===== src/rtl/div_pkg.sv =====
// div_pkg: shared state encoding and default width for the sequential divider
package div_pkg;
   localparam int DEF_WIDTH = 4;
   typedef enum logic [1:0] {
      IDLE = 2'd0,
      RUN  = 2'd1,
      DONE = 2'd2
   } state_t;
endpackage


===== src/rtl/div_trial_sub.sv =====
// div_trial_sub: (WIDTH+1)-bit trial subtract T - {0,D}, no_borrow is the carry-out of T + ~D + 1
module div_trial_sub #(
   parameter int WIDTH = 4
) (
   input  logic [WIDTH:0]   t,
   input  logic [WIDTH-1:0] d,
   output logic [WIDTH-1:0] diff,
   output logic             no_borrow
);
   logic carry_low;
   // low WIDTH bits of T + ~D + 1, then the top bit adds T[WIDTH] + ~0 + carry_low,
   // whose carry-out is T[WIDTH] | carry_low
   always_comb begin
      {carry_low, diff} = {1'b0, t[WIDTH-1:0]} + {1'b0, ~d} + (WIDTH+1)'(1);
      no_borrow = t[WIDTH] | carry_low;
   end
endmodule


===== src/rtl/seq_divider.sv =====
// seq_divider: multi-cycle unsigned restoring divider, one quotient bit per clock
module seq_divider
   import div_pkg::*;
#(
   parameter int WIDTH = DEF_WIDTH
) (
   input  logic             clk,
   input  logic             rst_n,
   input  logic             start,
   input  logic [WIDTH-1:0] dividend,
   input  logic [WIDTH-1:0] divisor,
   output logic             busy,
   output logic             done,
   output logic [WIDTH-1:0] quotient,
   output logic [WIDTH-1:0] remainder,
   output logic             div_by_zero
);
   localparam int CW = $clog2(WIDTH + 1);
   state_t           state, state_nxt;
   logic [WIDTH-1:0] q, r, d, q_nxt, r_nxt, diff;
   logic [CW-1:0]    cnt;
   logic [WIDTH:0]   t;
   logic             no_borrow, accept, last, zero_div;
   div_trial_sub #(.WIDTH(WIDTH)) u_sub (
      .t         (t),
      .d         (d),
      .diff      (diff),
      .no_borrow (no_borrow)
   );
   // start is honoured in IDLE and DONE; the iteration datapath and next state follow
   always_comb begin
      accept    = start && (state != RUN);
      zero_div  = (divisor == '0);
      last      = (cnt == CW'(WIDTH - 1));
      t         = {r, q[WIDTH-1]};
      q_nxt     = WIDTH'({q, no_borrow});
      r_nxt     = no_borrow ? diff : t[WIDTH-1:0];
      state_nxt = accept ? (zero_div ? DONE : RUN) :
                  (state == RUN) ? (last ? DONE : RUN) : IDLE;
      busy      = (state == RUN);
      done      = (state == DONE);
   end
   // state register
   always_ff @(posedge clk or negedge rst_n) begin
      if (!rst_n) state <= IDLE;
      else        state <= state_nxt;
   end
   // operand capture, shift iteration and result registers
   always_ff @(posedge clk or negedge rst_n) begin
      if (!rst_n) begin
         q           <= '0;
         r           <= '0;
         d           <= '0;
         cnt         <= '0;
         quotient    <= '0;
         remainder   <= '0;
         div_by_zero <= 1'b0;
      end else if (accept) begin
         q   <= dividend;
         d   <= divisor;
         r   <= '0;
         cnt <= '0;
         if (zero_div) begin
            quotient    <= '1;
            remainder   <= dividend;
            div_by_zero <= 1'b1;
         end
      end else if (state == RUN) begin
         q   <= q_nxt;
         r   <= r_nxt;
         cnt <= cnt + 1'b1;
         if (last) begin
            quotient    <= q_nxt;
            remainder   <= r_nxt;
            div_by_zero <= 1'b0;
         end
      end
   end
endmodule

===== config.mk =====
export PLATFORM = sky130hd
export DESIGN_NAME = seq_divider
export DESIGN_NICKNAME = d
export VERILOG_FILES = /design/src/rtl/div_pkg.sv /design/src/rtl/div_trial_sub.sv /design/src/rtl/seq_divider.sv
export SDC_FILE = /design/constraint.sdc
export NUM_CORES = 1
export LEC_CHECK = 0
export CAP_MARGIN = 0
export CORE_MARGIN = 3
export CORE_UTILIZATION = 25
export CTS_BUF_LIST = sky130_fd_sc_hd__clkbuf_8 sky130_fd_sc_hd__clkbuf_16
export CTS_CLUSTER_DIAMETER = 30
export DETAILED_ROUTE_END_ITERATION = 7
export PLACE_DENSITY = 0.52
export SYNTH_ARGS = -nofsm -noshare
export SYNTH_HDL_FRONTEND = slang
export SYNTH_HIERARCHICAL = 1
export SYNTH_SLANG_ARGS = --single-unit

===== constraint.sdc =====
create_clock -name clk -period 2.3 [get_ports clk]
set_input_delay 0.46 -clock clk [delete_from_list [all_inputs] [get_ports clk]]
set_output_delay 0.46 -clock clk [all_outputs]
set_load 0.005 [all_outputs]

==> Word-level counts from Yosys, hierarchy flattened <==
Index checks and enable logic that the tools add are counted.
{ "word_totals": {"register_bits": 26, "word_cells": 46, "output_inout_bits": 11} }
{ "op_classes": {"n_reduce_logical": 5, "n_bitwise": 2, "add_sub_neg": 3, "mux": 23, "eq_ne": 5} }
{ "op_table": {"columns": ["cell", "n"], "rows": [
  ["2-to-1 mux 4 bit", 13],
  ["2-to-1 mux 2 bit", 4],
  ["2-to-1 mux 3 bit", 2],
  ["adder 4 x 4 -> 5 bit", 1],
  ["adder 5 x 1 -> 5 bit, second input constant", 1],
  ["logical NOT 4 bit", 1],
  ["2-to-1 mux 1 bit", 4],
  ["inequality test 2 x 1 -> 1 bit, second input constant", 2],
  ["NOT 4 bit", 1],
  ["nonzero test 2 bit", 2],
  ["adder 3 x 1 -> 3 bit, second input constant", 1],
  ["equality test 3 x 2 -> 1 bit, second input constant", 1],
  ["AND reduction 3 bit", 1],
  ["equality test 2 x 1 -> 1 bit, second input constant", 1],
  ["equality test 2 bit, second input constant", 1],
  ["logical AND 1 bit", 1],
  ["bitwise OR 1 bit", 1]
]} }

==> Depth between registers and ports, before layout <==
Gate-level depths: netlist of run 1.
{ "logic_depth": {"word_depth": 8, "depth_mapped": 10} }

==> Hierarchy <==
The synthesis of run 1 kept the hierarchy.
{ "modules_own_cells": {"columns": ["mod", "cells_per_inst", "area_each_um2", "n_inst"], "rows": [
  ["seq_divider", 99, 1159.9, 1],
  ["div_trial_sub", 17, 140.1, 1]
]} }

==> Worst setup path before layout of run 1 <==
Ideal clock, no wire load.
{ "synth_timing": {"path_type": "reg2reg", "from": "register q[3]", "to": "register remainder[0]", "arrival_time_ns": 1.957, "path_slack_ns": 0.220, "path_stages_with_launch": 11, "period_less_slack_ns": 2.080, "n_path_buf": 1, "setup_time_ns": 0.123, "path_cell_list": "dfrtp_1 -> inv_1 -> ha_1 -> inv_1 -> fa_1 -> a21o_1 -> a211o_1 -> clkbuf_1 -> mux2i_1 -> nand2_1 -> o221a_1"} }
{ "synth_via": {"elab_chain_cells": 7} }
{ "synth_lines": {"columns": ["element", "line_no", "text"], "rows": [
  ["start: declaration", "seq_divider.sv:20", "logic [WIDTH-1:0] q, r, d, q_nxt, r_nxt, diff;"],
  ["start signal: assignment", "seq_divider.sv:59", "q <= dividend;"],
  ["start signal: assignment", "seq_divider.sv:69", "q <= q_nxt;"],
  ["adder 4 x 4 -> 5 bit", "div_trial_sub.sv:14", "{carry_low, diff} = {1'b0, t[WIDTH-1:0]} + {1'b0, ~d} + (WIDTH+1)'(1);"],
  ["adder 5 x 1 -> 5 bit", "div_trial_sub.sv:14", null],
  ["bitwise OR 1 bit", "div_trial_sub.sv:15", "no_borrow = t[WIDTH] | carry_low;"],
  ["via no_borrow", "seq_divider.sv:23", "logic no_borrow, accept, last, zero_div;"],
  ["2-to-1 mux 4 bit", "seq_divider.sv:37", "r_nxt = no_borrow ? diff : t[WIDTH-1:0];"],
  ["2-to-1 mux 4 bit", "seq_divider.sv:72", "if (last) begin"],
  ["2-to-1 mux 4 bit", "seq_divider.sv:68", "end else if (state == RUN) begin"],
  ["2-to-1 mux 4 bit", "seq_divider.sv:58", "end else if (accept) begin"],
  ["end signal: assignment", "seq_divider.sv:65", "remainder <= dividend;"],
  ["end signal: assignment", "seq_divider.sv:74", "remainder <= r_nxt;"],
  ["end: declaration", "seq_divider.sv:15", "output logic [WIDTH-1:0] remainder,"]
]} }
The timed path passes the listed nets, and every way through them passes these cells. The select of a mux whose other input is x is not followed.
A chain may end at the register's enable or synchronous reset.

==> Worst setup path in the final report of run 1 <==
Same ends and word-level chain as after synthesis.

==> implementation parameters, run 1 <==
Parameter                              Value

Run status
  Status    complete, no violations

Global route
  Initial antenna violation count    0
  Overall track demand over capacity in global routing    9.66%
  Number of global-route vias before repair    a little under 1,000
  Final global-route overflow total    0
  Maximum number of pins on one net before global-route repair    27
  Global-route wire length before repair    4.77 mm

Finish
  Fill cells    502
  Multi-input gate area    between 500 and 600 um^2
  Layout Nets    158
  Ratio of cells with drive above 1 in the final layout    12.9%
  Reg area    651 um^2
  Share of the core filled with cells in the final layout    34.1%
  Most common library cell in the layout ignoring fill and taps    dfrtp_1
  Antenna fix cells    0
  Layout overhead on the synthesized area    28.1%
  Most frequent cells in the layout    dfrtp_1 (26), clkdlybuf4s50_1 (21), nand2_1 (12), inv_1 (10), o21ai_0 (10)

CTS
  CTS clock-pin slew for the worst setup and hold paths    ~0.090 ns
  Clk_lat worst skew    0.27 ns
  Count of H-tree levels built during CTS    1
  Root buf cell    clkbuf_8
  Total CTS buffers    3
  Buffers from clock root to sink, at most    2
  Clock sinks    26
  TritonCTS clock tree    built

Die
  Starting utilization of the core area    26.6%
  Die span in y    78.1 um
  Cell row count    25
  Die Area    slightly above 6000 um^2
  Total I/O pin count    22
  Die X-Extent    78.1 um
  Area of the core region    4880 um^2

Power
  Highest ir drop seen on vdd    approximately 0.66 mV
  Static Leak    0.000728 uW
  Cell area power density    1440 nW/um^2

Setup path
  Type of destination of the critical path    register
  Worst EP arrival    2.41 ns
  CP required    2.46 ns
  Crit Path Class    reg -> reg
  Worst flop-to-flop path endpoint    remainder[0]
  CP max FO    6
  Number of cells traversed by the worst register-to-register path    9
  Worst-case register-to-register setup slack    0.06 ns
  Reg-to-reg critical path startpoint    q[3]
  Critical Path Source Type    register

STA
  Post-layout min period    about 2.2 ns
  Worst clock skew    approximately 0.0056 ns
  Slew at the pin with the worst max-slew slack    approximately 0.51 ns
  Final Worst Setup Slack    0.0573 ns
  Setup violators final    0
  Number of pins with negative max-slew slack in the final report    0
  Slew HR    65.7%
  Final-report hold violation count    0
  Fmax    0.446 GHz
  Final worst-path cycle share    97.5%

Logic synthesis
  Post-synthesis cell type with the largest combined area    dfrtp_1
  Mean Syn Cell Area    11.2 um^2
  Mapped Nets    134
  Area fraction of the dominant cell type after synthesis    50.0%
  Top cells by area in the synthesized netlist    dfrtp_1 (50%), mux2i_1 (6.2%), ha_1 (5.8%)
  Number of synthesized register bits    26
  Ys Warns    6
  Share of the yosys chip area belonging to registers    50.0%
  Cell area after synthesis    approximately 1300 um^2
  Instance count of the mapped netlist    116
  Unique cell type count in the Yosys netlist    28

Worst hold path
  Hold WC Path Type    reg -> reg
  Hold path start    cnt[0]
  Worst Hold Path Cells    1
  Worst hold endpoint    cnt[0]

Detailed routing
  Antenna Nets Post-Route    0
  DRC errors left    0
  Ratio of routed vias to standard cells    about 4.6
  Vias after detailed routing    940
  Number of detailed-route iterations in the first pass    4
  Routed wire length    2.93 mm
  Routed wire length per instance    approximately 14 um
  DR iter-0 viols    32

Placed design
  Placement-stage worst setup slack    0.0332 ns
  RePlAce Congestion    0.811
  Detailed placer's ending HPWL    about 2.2 mm
  Port buffer count    21

Job
  Reported max-cap violation count    0
## cells in the mapped netlist, drive strengths merged
cell and instances:
dfrtp 26, nand2 12, inv 10, o21ai 10, mux2i 8, nand3 8
ha 6, a2bb2oi 4, buf 4, mux2 4, nor2 4, o221a 4
a21o 2, clkbuf 2, a211o 1, a21oi 1, a31o 1, a31oi 1
and3b 1, fa 1, nand2b 1, nor2b 1, nor4 1, o22ai 1
xnor2 1, xor2 1
## how the worst max path moves through the flow
stage	cells after the start	start	to
final	9	q[3]	remainder[0]
after detailed placement	9	q[3]	remainder[1]
after floorplan	10	q[3]	remainder[0]
after global routing	9	q[3]	remainder[1]
after global placement	9	q[3]	remainder[0]
after CTS	9	q[3]	remainder[1]
## where the power goes
part | switching (uW) | internal, uW
clock network | 142 | 153
registers | 143 | 671
logic | 617 | 674
## cells by family (layout without fill, tap and decap cells)
logic type / after synthesis / count (layout) / share of synthesized area [%]
and+or+nand+nor: 28 / 28 / 11.9
DFF: 26 / 26 / 50.0
AOI/OAI and AO/OA: 25 / 25 / 14.5
buffers and inverters: 16 / 39 / 5.20
muxes: 12 / 12 / 9.62
adders and majority gates: 7 / 7 / 7.31
xor gates and xnor gates: 2 / 2 / 1.35
## state kept, by name, indices dropped and copies added, names as in the netlist
register / count
cnt: 3
d: 4
div_by_zero: 1
q: 4
quotient: 4
r: 4
remainder: 4
state: 2
## critical path: stages (launching register included)
cell     delay (ns)
dfrtp_1        0.41
inv_1          0.06
ha_1           0.13
inv_1          0.07
fa_1           0.40
a21o_1         0.21
a211o_4        0.38
mux2i_1        0.25
nand2_1        0.09
o221a_1        0.14
## layout make-up
cell class | count | share of cell area [%]
clock buffers | 4 | 3.31
multi-input cells | 74 | 35.9
inverters | 10 | 2.25
well taps | 67 | 5.03
repair buffers | 25 | 14.4
flip-flops and latches | 26 | 39.1
## per-layer routing
layer	part of all wire (%)	global-route usage (%)	vias to the layer above	wire length, um
met4	0.14	0.874	0	4
li1	-	-	454	-
met1	43	11.9	467	1260
met5	0	0	-	0
met3	3.1	2.41	2	92
met2	54	17.6	17	1570
## what timing repair did
item                                    in CTS  in global routing
hold buffers                                 0                  0
endpoints found under the setup margin       0                  4
resized for setup                            0                  4
buffers inserted                             0                  2
## per-stage QoR
stage	total power [uW]	std cells	hold slack, ns	area [um^2]	TNS [ns]
finish	2400	206	0.506	1670	0
global route	2590	206	0.527	1670	-0.0124
CTS	2260	204	0.512	1630	0
detailed placement	1960	200	0.495	1580	0
global placement	1930	200	0.484	1580	0
floorplan	1570	116	0.164	1300	0
No activity file was read; power rests on OpenSTA's default activity.
==> inputs of run 2 (changes only) <==
SYNTH_HIERARCHICAL = not set   (was 1)
==> run 2 against run 1 <==
  * Count of clock-buffer cells in the layout did not move
  * Cell count increased by 0.97%
  * Highest routed layer unchanged
  * Clock power down 2%
  * Largest power group unchanged
  * Clock skew shrank 0.00066 ns
  * Hold slack worse by 0.0044 ns
==> implementation parameters, run 2 <==
Parameter                              Value

STA
  Final-report hold violation count    0 (unchanged)
  TNS Setup    0 ns (unchanged)
  Slew HR    78.2% (+13 points)
  Fmax    0.485 GHz (+8.8%)
  Worst clock skew    0.00493 ns (-0.000656 ns)
  Setup violators final    0 (unchanged)
  Post-layout min period    2.06 ns (-0.181 ns)
  Unrepaired setup endpoints after global routing    false
  Slew at the pin with the worst max-slew slack    0.326 ns (-0.186 ns)
  Number of pins with negative max-slew slack in the final report    0 (unchanged)
  Final worst-path cycle share    89.6% (-7.9 points)

Logic synthesis
  Number of enable flip-flop cells after synthesis    0 (unchanged)
  Post-synthesis cell type with the largest combined area    dfrtp_1
  Asr flop ratio synth    100% (unchanged)
  Most used DFF post-synth    dfrtp_1
  Instance count of the mapped netlist    116 (unchanged)
  Top cells by area in the synthesized netlist    dfrtp_1 (51%), ha_1 (5.9%), mux2i_1 (4.7%)
  Mean Syn Cell Area    11.1 um^2 (-1.3%)
  Number of synthesized register bits    26 (unchanged)
  Mapped Nets    134 (unchanged)
  Unique cell type count in the Yosys netlist    32 (+14%)
  Area fraction of the dominant cell type after synthesis    50.7% (+0.68 points)
  Most common cell in the synthesized netlist    dfrtp_1
  Cell area after synthesis    1280 um^2 (-1.3%)
  Top cell types by occurrence after synthesis    dfrtp_1 (26), nand2_1 (11), o21ai_0 (11), inv_1 (8)
  Ys Warns    0 (-6)
  Share of the yosys chip area belonging to registers    50.7% (+0.68 points)

Power
  Highest ir drop seen on vdd    0.527 mV (-20%)
  Static Leak    0.000701 uW (-3.8%)
  Cell area power density    1430 nW/um^2 (-1.1%)

Worst hold path
  Worst hold endpoint    cnt[0]
  Hold path start    cnt[0]
  Worst Hold Path Cells    1 (unchanged)
  Hold WC Path Type    reg -> reg

Global route
  Final global-route overflow total    0 (unchanged)
  Most crowded layer after global routing    met2
  Maximum number of pins on one net before global-route repair    27 (unchanged)
  Met2 track demand over resource    15.9% (-1.7 points)
  Initial antenna violation count    0 (unchanged)
  Met3 routing resource usage after global routing    1.86% (-0.55 points)
  Global-route wire length before repair    4.81 mm (+0.88%)
  Met1 GRT Util    13.4% (+1.5 points)
  Number of global-route vias before repair    1,021 (+5.5%)
  Overall track demand over capacity in global routing    10.0% (+0.35 points)

Die
  Total I/O pin count    22 (unchanged)
  Die X-Extent    77.6 um (-0.62%)
  Starting utilization of the core area    26.5% (-0.19 points)
  Cell row count    25 (unchanged)
  Area of the core region    4850 um^2 (-0.64%)
  Die span in y    77.6 um (-0.62%)
  Die Area    6030 um^2 (-1.2%)

Setup path
  Critical Path Source Type    register
  Number of cells traversed by the worst register-to-register path    9 (unchanged)
  Reg-to-reg critical path startpoint    q[3]
  Worst-case register-to-register setup slack    0.30 ns (+0.24 ns)
  Start point of the critical path    state[1]
  Worst EP arrival    1.60 ns (-0.81 ns)
  CP max FO    14 (+8)
  Crit Path Class    reg -> out
  Type of destination of the critical path    output port
  Worst flop-to-flop path endpoint    remainder[1]
  CP required    1.84 ns (-0.62 ns)

Placed design
  Area post-placement    1590 um^2 (+0.55%)
  RePlAce Congestion    0.816 (+0.63%)
  Port buffer count    21 (unchanged)
  Detailed placer's ending HPWL    2.20 mm (+0.78%)

CTS
  TritonCTS clock tree    built
  CTS clock-pin slew for the worst setup and hold paths    0.08 ns (about the same)
  CTS resizes    0 (unchanged)
  Root buf cell    clkbuf_8
  Total CTS buffers    3 (unchanged)
  CTS hold repair buffers    0 (unchanged)
  Setup repair bufs after CTS    0 (unchanged)
  Clk_lat worst skew    0.26 ns (about the same)
  Clock sinks    26 (unchanged)
  Buffers from clock root to sink, at most    2 (unchanged)
  Count of H-tree levels built during CTS    1 (unchanged)

Detailed routing
  Ratio of routed vias to standard cells    4.50 (-1.5%)
  Number of detailed-route iterations in the first pass    4 (unchanged)
  Vias after detailed routing    935 (-0.53%)
  Antenna Nets Post-Route    0 (unchanged)
  Routed wire length per instance    13.8 um (-3.0%)
  DRC errors left    0 (unchanged)
  Routed wire length    2.87 mm (-2.1%)
  DR iter-0 viols    60 (+88%)

Finish
  Layout Nets    160 (+1.3%)
  Post-route cell area    1640 um^2 (-1.4%)
  Layout overhead on the synthesized area    28.1% (about the same)
  Ratio of cells with drive above 1 in the final layout    14.2% (+1.2 points)
  Antenna fix cells    0 (unchanged)
  Most common library cell in the layout ignoring fill and taps    dfrtp_1
  Most frequent cells in the layout    dfrtp_1 (26), clkdlybuf4s50_1 (21), nand2_1 (11), o21ai_0 (11), inv_1 (8)

Run status
  Status    complete, no violations

Job
  Reported max-cap violation count    0 (unchanged)
==> run 2: changes by cell type in the layout (fill, tap and decap cells not counted), moves of 2 or more <==
cell       delta
nand3_1       -5
a2bb2oi_1     -4
nand3b_1      +4
o221a_1       -4
a21oi_1       +3
nand2_2       +3
o22a_1        +3
a211oi_1      +2
a21o_1        -2
inv_1         -2
mux2i_2       -2
nor2_1        +2
==> run 2: where the power goes <==
| part | leakage (uW) | internal (uW) | switching, uW | total (uW) |
|---|---|---|---|---|
| clock | 0.0000288 | 153 | 135 | 288 |
| sequential | 0.000309 | 682 | 146 | 828 |
| combinational | 0.000363 | 591 | 635 | 1230 |
==> run 2: area by class of cell <==
type | count | area [um^2]
Inverter | 8 | 30.0
Timing Repair Buffer | 24 | 233
Clock buffer | 4 | 55.1
Tap cell | 67 | 83.8
Multi-Input combinational cell | 79 | 591
Sequential cell | 26 | 651
Fill cell | 492 | 3210
==> run 2: cells by family (layout without fill, tap and decap cells) <==
group / Yosys count / in the layout / share of synthesized area [%]
compound gates: 26 / 26 / 12.9
xor+xnor: 2 / 2 / 1.37
fa+ha+maj: 7 / 7 / 7.41
buf+inv: 11 / 36 / 3.22
flops: 26 / 26 / 50.7
mux: 11 / 11 / 9.37
simple gates: 33 / 33 / 15.0
==> run 2: worst max-delay path by stage <==
stage	endpoint	depth (start not counted)
2_1_floorplan	remainder[1]	9
3_3_place_gp	remainder[1]	5
3_5_place_dp	remainder[1]	5
4_1_cts	busy	3
5_1_grt	busy	3
6_report	busy	3
==> run 2: routing by layer <==
| layer | wire, um | vias to the layer above | part of all wire (%) |
|---|---|---|---|
| li1 | - | 455 | - |
| met1 | 1420 | 453 | 50 |
| met2 | 1300 | 23 | 45 |
| met3 | 111 | 4 | 3.9 |
| met4 | 33 | 0 | 1.1 |
| met5 | 0 | - | 0 |
==> run 2: stage by stage <==
stage	hold slack (ns)	total power, uW	cells	worst slack, ns	utilization [%]
floorplan	0.164	1610	116	0.493	-
global placement	0.486	2040	204	0.257	32.7
detailed placement	0.482	2060	204	0.201	32.7
CTS	0.510	2370	208	0.220	33.9
global route	0.537	2550	208	0.144	33.9
finish	0.502	2340	208	0.238	33.9
==> run 2: critical path, stage by stage (launching register included) <==
cell             delay (ns)
dfrtp_1                0.38
nand2b_4               0.22
inv_1                  0.20
clkdlybuf4s50_1        0.54
==> inputs of run 3 (changes only) <==
CORE_MARGIN = 5   (was 3)
TNS_END_PERCENT = 30   (was not set)
==> run 3 against run 2 <==
  * Die area is 11% higher
  * Cell area fell by 0.61%
  * Sequential cell count stayed put
  * Clock power down 11%
  * Maximum frequency shrank 0.60%
  * Sequential share of layout area rose by 0.24 points
  * First-iteration DRC count shrank 72%
  * Count of clock-buffer cells in the layout shrank 1
  * Register-to-register slack worse by 0.07 ns
  * Wire length is 0.94% higher
  * Sequential power hardly changed
==> implementation parameters, run 3 (synthesis gave the netlist of run 2 again) <==
Parameter                              Value

Global route
  Initial antenna violation count    0 (unchanged)
  Global-route wire length before repair    4.80 mm (-0.29%)
  Final global-route overflow total    0 (unchanged)
  Number of global-route vias before repair    979 (-4.1%)
  Overall track demand over capacity in global routing    9.48% (-0.53 points)
  Maximum number of pins on one net before global-route repair    27 (unchanged)

Die
  Area of the core region    5040 um^2 (+4.0%)
  Die X-Extent    81.6 um (+5.2%)
  Total I/O pin count    22 (unchanged)
  Die Area    6660 um^2 (+11%)
  Cell row count    26 (+4.0%)
  Die span in y    81.6 um (+5.2%)
  Starting utilization of the core area    25.4% (-1.0 points)

Finish
  Most common library cell in the layout ignoring fill and taps    dfrtp_1
  Layout overhead on the synthesized area    27.3%
  Antenna fix cells    0 (unchanged)
  Post-route cell area    1630 um^2 (-0.61%)
  Ratio of cells with drive above 1 in the final layout    13.6% (-0.61 points)
  Most frequent cells in the layout    dfrtp_1 (26), clkdlybuf4s50_1 (21), nand2_1 (11), o21ai_0 (11), inv_1 (8)
  Fill cells    510 (+3.7%)
  Layout Nets    160 (unchanged)

CTS
  CTS resizes    0 (unchanged)
  Total CTS buffers    3 (unchanged)
  TritonCTS clock tree    built
  Setup repair bufs after CTS    0 (unchanged)
  Buffers from clock root to sink, at most    2 (unchanged)
  Clk_lat worst skew    0.27 ns (about the same)
  Count of H-tree levels built during CTS    1 (unchanged)
  CTS clock-pin slew for the worst setup and hold paths    0.09 ns (about the same)
  Root buf cell    clkbuf_8
  CTS hold repair buffers    0 (unchanged)
  Clock sinks    26 (unchanged)

Detailed routing
  Ratio of routed vias to standard cells    4.36 (-3.1%)
  DRC errors left    0 (unchanged)
  Routed wire length per instance    13.8 um (about the same)
  Number of detailed-route iterations in the first pass    4 (unchanged)
  Antenna Nets Post-Route    0 (unchanged)
  Vias after detailed routing    915 (-2.1%)
  Routed wire length    2.90 mm (+0.94%)
  DR iter-0 viols    17 (-72%)

STA
  Unrepaired setup endpoints after global routing    false
  Post-layout min period    2.07 ns (+0.0125 ns)
  Final worst-path cycle share    90.2% (+0.54 points)
  Final-report hold violation count    0 (unchanged)
  Slew at the pin with the worst max-slew slack    0.344 ns (+0.0182 ns)
  Fmax    0.482 GHz (-0.60%)
  TNS Setup    0 ns (unchanged)
  Setup violators final    0 (unchanged)
  Slew HR    77.0% (-1.2 points)
  Worst clock skew    0.00383 ns (-0.00110 ns)
  Number of pins with negative max-slew slack in the final report    0 (unchanged)

Setup path
  Crit Path Class    reg -> reg
  CP required    2.46 ns (+0.62 ns)
  Worst EP arrival    2.23 ns (+0.63 ns)
  CP max FO    8 (-6)
  Critical Path Source Type    register
  Type of destination of the critical path    register
  Worst-case register-to-register setup slack    0.23 ns (-0.07 ns)

Placed design
  RePlAce Congestion    0.727 (-11%)
  Area post-placement    1590 um^2 (+0.24%)
  Port buffer count    21 (unchanged)
  Detailed placer's ending HPWL    2.23 mm (+1.3%)

Power
  Highest ir drop seen on vdd    0.511 mV (-3.0%)
  Cell area power density    1400 nW/um^2 (-1.5%)
  Static Leak    0.000693 uW (-1.0%)

Run status
  Status    complete, no violations

Worst hold path
  Hold WC Path Type    reg -> reg

Job
  Reported max-cap violation count    0 (unchanged)
[run 3: cell count changes in the layout (fill, tap and decap cells not counted), sizes merged]
| cell | previous run | this run |
|---|---|---|
| clkbuf | 4 | 3 |
[run 3: worst paths after layout]
path                            cells after the start   start      endpoint
worst max-delay path                                9    q[3]  remainder[1]
worst min-delay path                                1  cnt[0]        cnt[0]
worst max register to register                      9    q[3]  remainder[1]
worst min register to register                      1  cnt[0]        cnt[0]
max in group asynchronous                           2   rst_n          d[2]
min in group asynchronous                           2   rst_n          q[2]
[run 3: report_power, final]
group	switching, uW	internal [uW]
combinational	617	592
clock	139	117
sequential	146	681
total	902	1390
[run 3: area by class of cell]
| class | count | area, um^2 | area share (%) |
|---|---|---|---|
| inverter | 8 | 30.0 | 1.84 |
| multi-input combinational | 79 | 591 | 36.2 |
| sequential | 26 | 651 | 39.8 |
| timing repair buffer | 24 | 233 | 14.3 |
| clock buffer | 3 | 41.3 | 2.53 |
| tap | 70 | 87.6 | 5.36 |
[run 3: per-layer routing]
| layer | global-route usage (%) | vias to the layer above | part of all wire [%] |
|---|---|---|---|
| met2 | 16.6 | 15 | 50 |
| met3 | 2.19 | 4 | 3.2 |
| met5 | 0 | - | 0 |
| met1 | 11.5 | 441 | 46 |
| met4 | 2.99 | 0 | 0.97 |
| li1 | - | 455 | - |
[run 3: per-stage QoR]
stage                     std cells  utilization (%)  hold slack [ns]  power [uW]  setup slack, ns
after floorplan                 116                -            0.164        1610            0.493
after global placement          207             31.6            0.481        2040            0.217
after detailed placement        207             31.6            0.481        2060            0.212
after CTS                       210             32.4            0.508        2330            0.222
after global routing            210             32.4            0.523        2510           0.0643
final                           210             32.4            0.502        2290            0.226
[run 3: worst max-delay path, cell delays in order, from the launching register on]
cell,delay [ns]
dfrtp_1,0.42
inv_1,0.07
ha_1,0.15
inv_1,0.05
fa_1,0.41
nand3_1,0.10
nand2_2,0.14
mux2i_1,0.26
a21oi_1,0.10
mux2_4,0.26
==> variant 1, RTL diff (config.mk and constraints of run 2) <==
Change the package constant `DEF_WIDTH` from 4 to 16.
--- a/src/rtl/div_pkg.sv
+++ b/src/rtl/div_pkg.sv
@@ -2,3 +2,3 @@
 package div_pkg;
-   localparam int DEF_WIDTH = 4;
+   localparam int DEF_WIDTH = 16;
    typedef enum logic [1:0] {
Ports: changed (resized dividend, divisor, quotient and remainder); port bits go from 22 to 70. The function was not compared with the original's and may differ.
==> variant 1 against run 2 <==
  * The flow now finishes with violations (negative setup slack)
  * Synthesized area rose to 3.8 times the old value
  * Total power rose to 5.1 times the old value
  * Via count rose to 4.6 times the old value
  * Synthesized cell count rose to 4.4 times the old value
  * Combinational power rose to 6.1 times the old value
  * First-iteration DRC count rose to 3.3 times the old value
  * Sequential cell count up 62
  * Register-to-register slack worse by 0.40 ns
  * Global-route usage up 4.0 points
  * Count of clock-buffer cells in the layout up 5
  * Worst setup slack worse by 0.33 ns
  * Cell area rose to 4.3 times the old value
  * Routed wire length rose to 4.9 times the old value
  * Critical path type is now reg2reg
  * Largest cell class is now multi-input combinational cells
  * Highest routed layer unchanged
==> variant 1: results <==
critical_path:
  ff2ff_path_depth: 10
  reg2reg_from: "q[15]"
  critPathLaunch: "q[15]"
  critPathMaxFanout: 8
  cp.arrival_ns: 2.67
  critical_path.endpoint: "remainder[15]"
yosys:
  ys_types: 60
  synth-main-ff-cell: "dfrtp_1"
  synth_nets: 563
  ys_warn_count: 0
  ys_seq_area_frac: 0.457
  yosys-top-cells-area: "dfrtp_1, o21ai_0, mux2i_1"
  synth-async-reset-ratio: 1.00
  yosys-top-cells-count: "dfrtp_1, o21ai_0, nand2_1"
route:
  first_pass_iters: 4
  wl_um: 14200
  vias: 4276
  drtIter0Drc: 197
place:
  dp_slack_ns: -0.445
  gp_congestion: 0.852
  place_hpwl_um: 10500
  portBuffers: 69
  placed_area_um2: 6300
finish:
  drive_gt1_frac: 0.244
  fillers: 1913
  diodes: 0
  finalNetCount: 693
run_status:
  run_status: "finished, violations left"
  failed_checks: "negative setup slack"
global_routing:
  grt_max_degree: 48
  grt_pass1_wl_um: 22800
  grtUsageTotal: 0.140
  antenna_found_initial: 0
  grt_pass1_vias: 4405
clocking:
  numCtsBuffers: 9
  clk_pin_slew_ns: 0.07
  clk_path_buf_depth: 2
  worstSkewPairLatency_ns: 0.35
  htree_levels: 3
  root_buffer: "clkbuf_16"
sta:
  finalSetupViolCount: 20
  timing.setup.tns_ns: -0.874
  layout_setup_ws_ns: -0.0957
  tightest_slew_ns: 0.648
  skew_ns: 0.00845
min_path:
  hold_path.class: "in2async"
power:
  leakage_uw: 0.00296
  vdd_ir_drop_max_mv: 0.784
[variant 1: cell count changes in the layout (fill, tap and decap cells not counted), moves of 11 or more]
| cell | run 2 | this run |
|---|---|---|
| buf_4 | 3 | 73 |
| dfrtp_1 | 26 | 88 |
| clkdlybuf4s50_1 | 21 | 68 |
| o21ai_0 | 11 | 56 |
| nand2_1 | 11 | 55 |
| nor2_1 | 6 | 31 |
| mux2i_1 | 6 | 21 |
| inv_1 | 8 | 22 |
| o21ai_1 | 0 | 13 |
| o22a_1 | 3 | 16 |
| a21oi_1 | 4 | 15 |
[variant 1: critical path, stage by stage, from the launching register on]
cell,delay [ns]
dfrtp_1,0.40
inv_2,0.08
ha_4,0.17
fa_2,0.37
nor2b_4,0.13
o31a_1,0.23
o2111ai_4,0.15
and3_4,0.23
buf_6,0.14
a221o_1,0.28
a31oi_1,0.14
[variant 1: power by group]
group / switching, µW / internal, µW
combinational: 3810 / 3680
sequential: 498 / 2260
clock: 671 / 979
total: 4980 / 6920
[variant 1: cells by family (layout without fill, tap and decap cells)]
kind of cell               after synthesis  in the layout  share of synthesized area
buffers and inverters                   53            188                     0.0452
DFF                                     88             88                      0.457
and+or+nand+nor                        150            150                      0.154
xor gates and xnor gates                 8              8                     0.0146
muxes                                   27             27                     0.0567
adders and majority gates               19             19                     0.0509
AOI/OAI and AO/OA                      164            164                      0.221
[variant 1: metal layers]
layer	wire length [µm]	global-route usage	vias to the layer above
met1	6230	0.175	2083
met5	0	0	-
li1	-	-	2108
met2	7310	0.246	73
met3	510	0.0345	12
met4	129	0.0299	0
[variant 1: timing repair]
item,in CTS,in global routing
hold endpoints to repair,0,0
pin swaps,13,10
setup endpoints to repair,33,36
setup buffers,4,4
cloned,0,0
gates resized for setup,43,29
[variant 1: worst min path at each step]
stage / startpoint / slack (ns) / end / cells past startpoint
after floorplan: rst_n / 0.16 / cnt[0] / 0
after global placement: d[0] / 0.48 / d[0] / 2
after detailed placement: quotient[7] / 0.48 / quotient[7] / 1
after CTS: rst_n / 0.15 / quotient[14] / 1
after global routing: rst_n / 0.18 / quotient[14] / 1
final: rst_n / 0.13 / quotient[14] / 1
[variant 1: stage by stage]
step                       util  instances
after floorplan               -        509
after global placement    0.335        881
after detailed placement  0.335        881
after CTS                 0.364        900
after global routing      0.372        904
final                     0.372        904
[variant 1: cell type report]
cell class,count,share of cell area
clock inverter,7,0.0155
timing repair buffer,148,0.192
multi-input combinational,368,0.387
tap,260,0.0464
sequential,88,0.314
clock buffer,9,0.0321
inverter,24,0.0129
==> variant 2, RTL diff (flow settings as in run 2) <==
Made on the original files. The 3 states of `state_t` get a one-hot encoding in 3 bits.
--- a/src/rtl/div_pkg.sv
+++ b/src/rtl/div_pkg.sv
@@ -3,6 +3,6 @@
    localparam int DEF_WIDTH = 4;
-   typedef enum logic [1:0] {
-      IDLE = 2'd0,
-      RUN  = 2'd1,
-      DONE = 2'd2
+   typedef enum logic [2:0] {
+      IDLE = 3'b001,
+      RUN  = 3'b010,
+      DONE = 3'b100
    } state_t;
Check against the original RTL: same outputs for any inputs over 10 cycles, from zero or initial values and one cycle with rst_n low; not proved beyond that.
==> variant 2 against run 2 <==
  * Via count rose by 8.4%
  * Synthesized area is 2.9% higher
  * Clock skew rose by 0.0040 ns
  * Total power fell by 2.2%
  * Critical endpoint is now remainder[1]
  * Routed wire length grew 7.0%
  * Utilization grew 2.1 points
  * Die area grew 2.7%
  * Sequential cell count rose by 1
  * Worst setup slack worse by 0.17 ns
  * Highest routed layer unchanged
  * Critical path type is now reg2reg
  * Cell area up 7.5%
==> variant 2: results <==
clocking:
  htree_levels: 1
  worstSkewPairLatency_ns: 0.28
  root_buffer: "clkbuf_8"
  numCtsBuffers: 3
  clk_pin_slew_ns: 0.10
place:
  place_hpwl_um: 2280
  portBuffers: 21
  dp_cells: 222
  gp_congestion: 0.793
yosys:
  avgSynthCellArea_um2: 10.4
  synth_nets: 145
  synth-async-reset-ratio: 1.00
  ys_types: 36
  yosys-top-cells-area: "dfrtp_1, ha_1, o21ai_0"
  synthDominantCellAreaShare: 0.493
  yosys-top-cells-count: "dfrtp_1, nand2_1, o21ai_0"
  ys_seq_area_frac: 0.513
critical_path:
  critPathLaunch: "q[3]"
  worst_path_max_delay_cell: "dfrtp_1"
  cp.arrival_ns: 2.41
  critPathMaxFanout: 3
  cpLargestDelayFamily: "compound AO/OA/AOI/OAI gates"
  slowest_delay_ns: 0.40
power:
  leakage_uw: 0.000764
  vdd_ir_drop_max_mv: 0.557
global_routing:
  grtUsageTotal: 0.111
  grt_pass1_wl_um: 5380
  antenna_found_initial: 0
  grt_pass1_vias: 1103
  grtUsageMet3: 0.0333
  grt_use_met2: 0.160
  grt_max_degree: 28
  met1_usage: 0.158
route:
  vias: 1014
  wire_per_inst_um: 13.5
  drtIter0Drc: 58
finish:
  diodes: 0
  finalNetCount: 179
  fin_cells: 227
  drive_gt1_frac: 0.194
sta:
  slew_headroom: 0.652
  skew_ns: 0.00890
run_status:
  run_status: "finished, final reports clean"
min_path:
  hp-start: "quotient[2]"
==> variant 2: changes by cell type after synthesis, moves of 2 or more <==
cell	change
buf_2	+3
inv_1	-2
mux2_2	-3
nand2_1	+5
o21a_1	+2
o21ai_0	+4
o21ai_1	+2
o22ai_1	-2
==> variant 2: metal layers <==
layer | vias up | part of all wire
li1 | 503 | -
met1 | 479 | 0.51
met3 | 2 | 0.053
met5 | - | 0
met4 | 0 | 0.0049
met2 | 30 | 0.43
==> variant 2: kinds of logic after synthesis <==
family                   share of synthesized area
XOR/XNOR                                    0.0133
AND/OR/NAND/NOR                              0.145
multiplexers                                0.0550
adder cells (fa/ha/maj)                     0.0720
flip-flops                                   0.513
buffers and inverters                       0.0370
AO/OA/AOI/OAI                                0.165
==> variant 2: worst paths after layout <==
path | to | slack, ns | depth (start not counted)
worst max register to register | remainder[1] | 0.07 | 9
worst max-delay path | remainder[1] | 0.07 | 9
worst min register to register | quotient[2] | 0.50 | 1
min in group asynchronous | cnt[2] | 0.54 | 2
worst min-delay path | quotient[2] | 0.50 | 1
max in group asynchronous | state[0] | 1.46 | 2
==> variant 2: through the flow <==
stage / setup TNS, ns / instance area, µm² / power, µW / setup WS [ns] / utilization
finish: 0 / 1770 / 2290 / 0.0682 / 0.359
global route: -0.0387 / 1770 / 2520 / -0.0387 / 0.359
CTS: 0 / 1730 / 2240 / 0.0444 / 0.353
detailed placement: 0 / 1680 / 1930 / 0.0495 / 0.343
global placement: 0 / 1680 / 1930 / 0.119 / 0.343
floorplan: 0 / 1320 / 1490 / 0.0255 / -
==> variant 2: worst reg2reg max path: stages, from the launching register on <==
cell      delay (ns)
dfrtp_1         0.40
inv_2           0.07
ha_4            0.12
inv_2           0.03
fa_2            0.36
a21o_1          0.19
a211oi_4        0.33
mux2i_2         0.27
a21oi_1         0.09
mux2_4          0.26
==> variant 2: layout make-up <==
type	instances	area (µm²)
Clock buffer	3	41.3
Fill cell	510	3150
Multi-Input combinational cell	88	622
Timing Repair Buffer	34	308
Sequential cell	27	677
Inverter	7	26.3
Tap cell	67	83.8
Clock inverter	1	7.51
==> variant 2: repair_timing <==
item / 4_1_cts / 5_1_grt
endpoints found under the setup margin: 0 / 3
resized for setup: 0 / 7
buffers inserted: 0 / 1
==> variant 2: report_power, final <==
group | switching [µW] | internal [µW] | total, µW
Clock | 157 | 123 | 280
Sequential | 123 | 677 | 801
Combinational | 588 | 621 | 1210
Total | 868 | 1420 | 2290
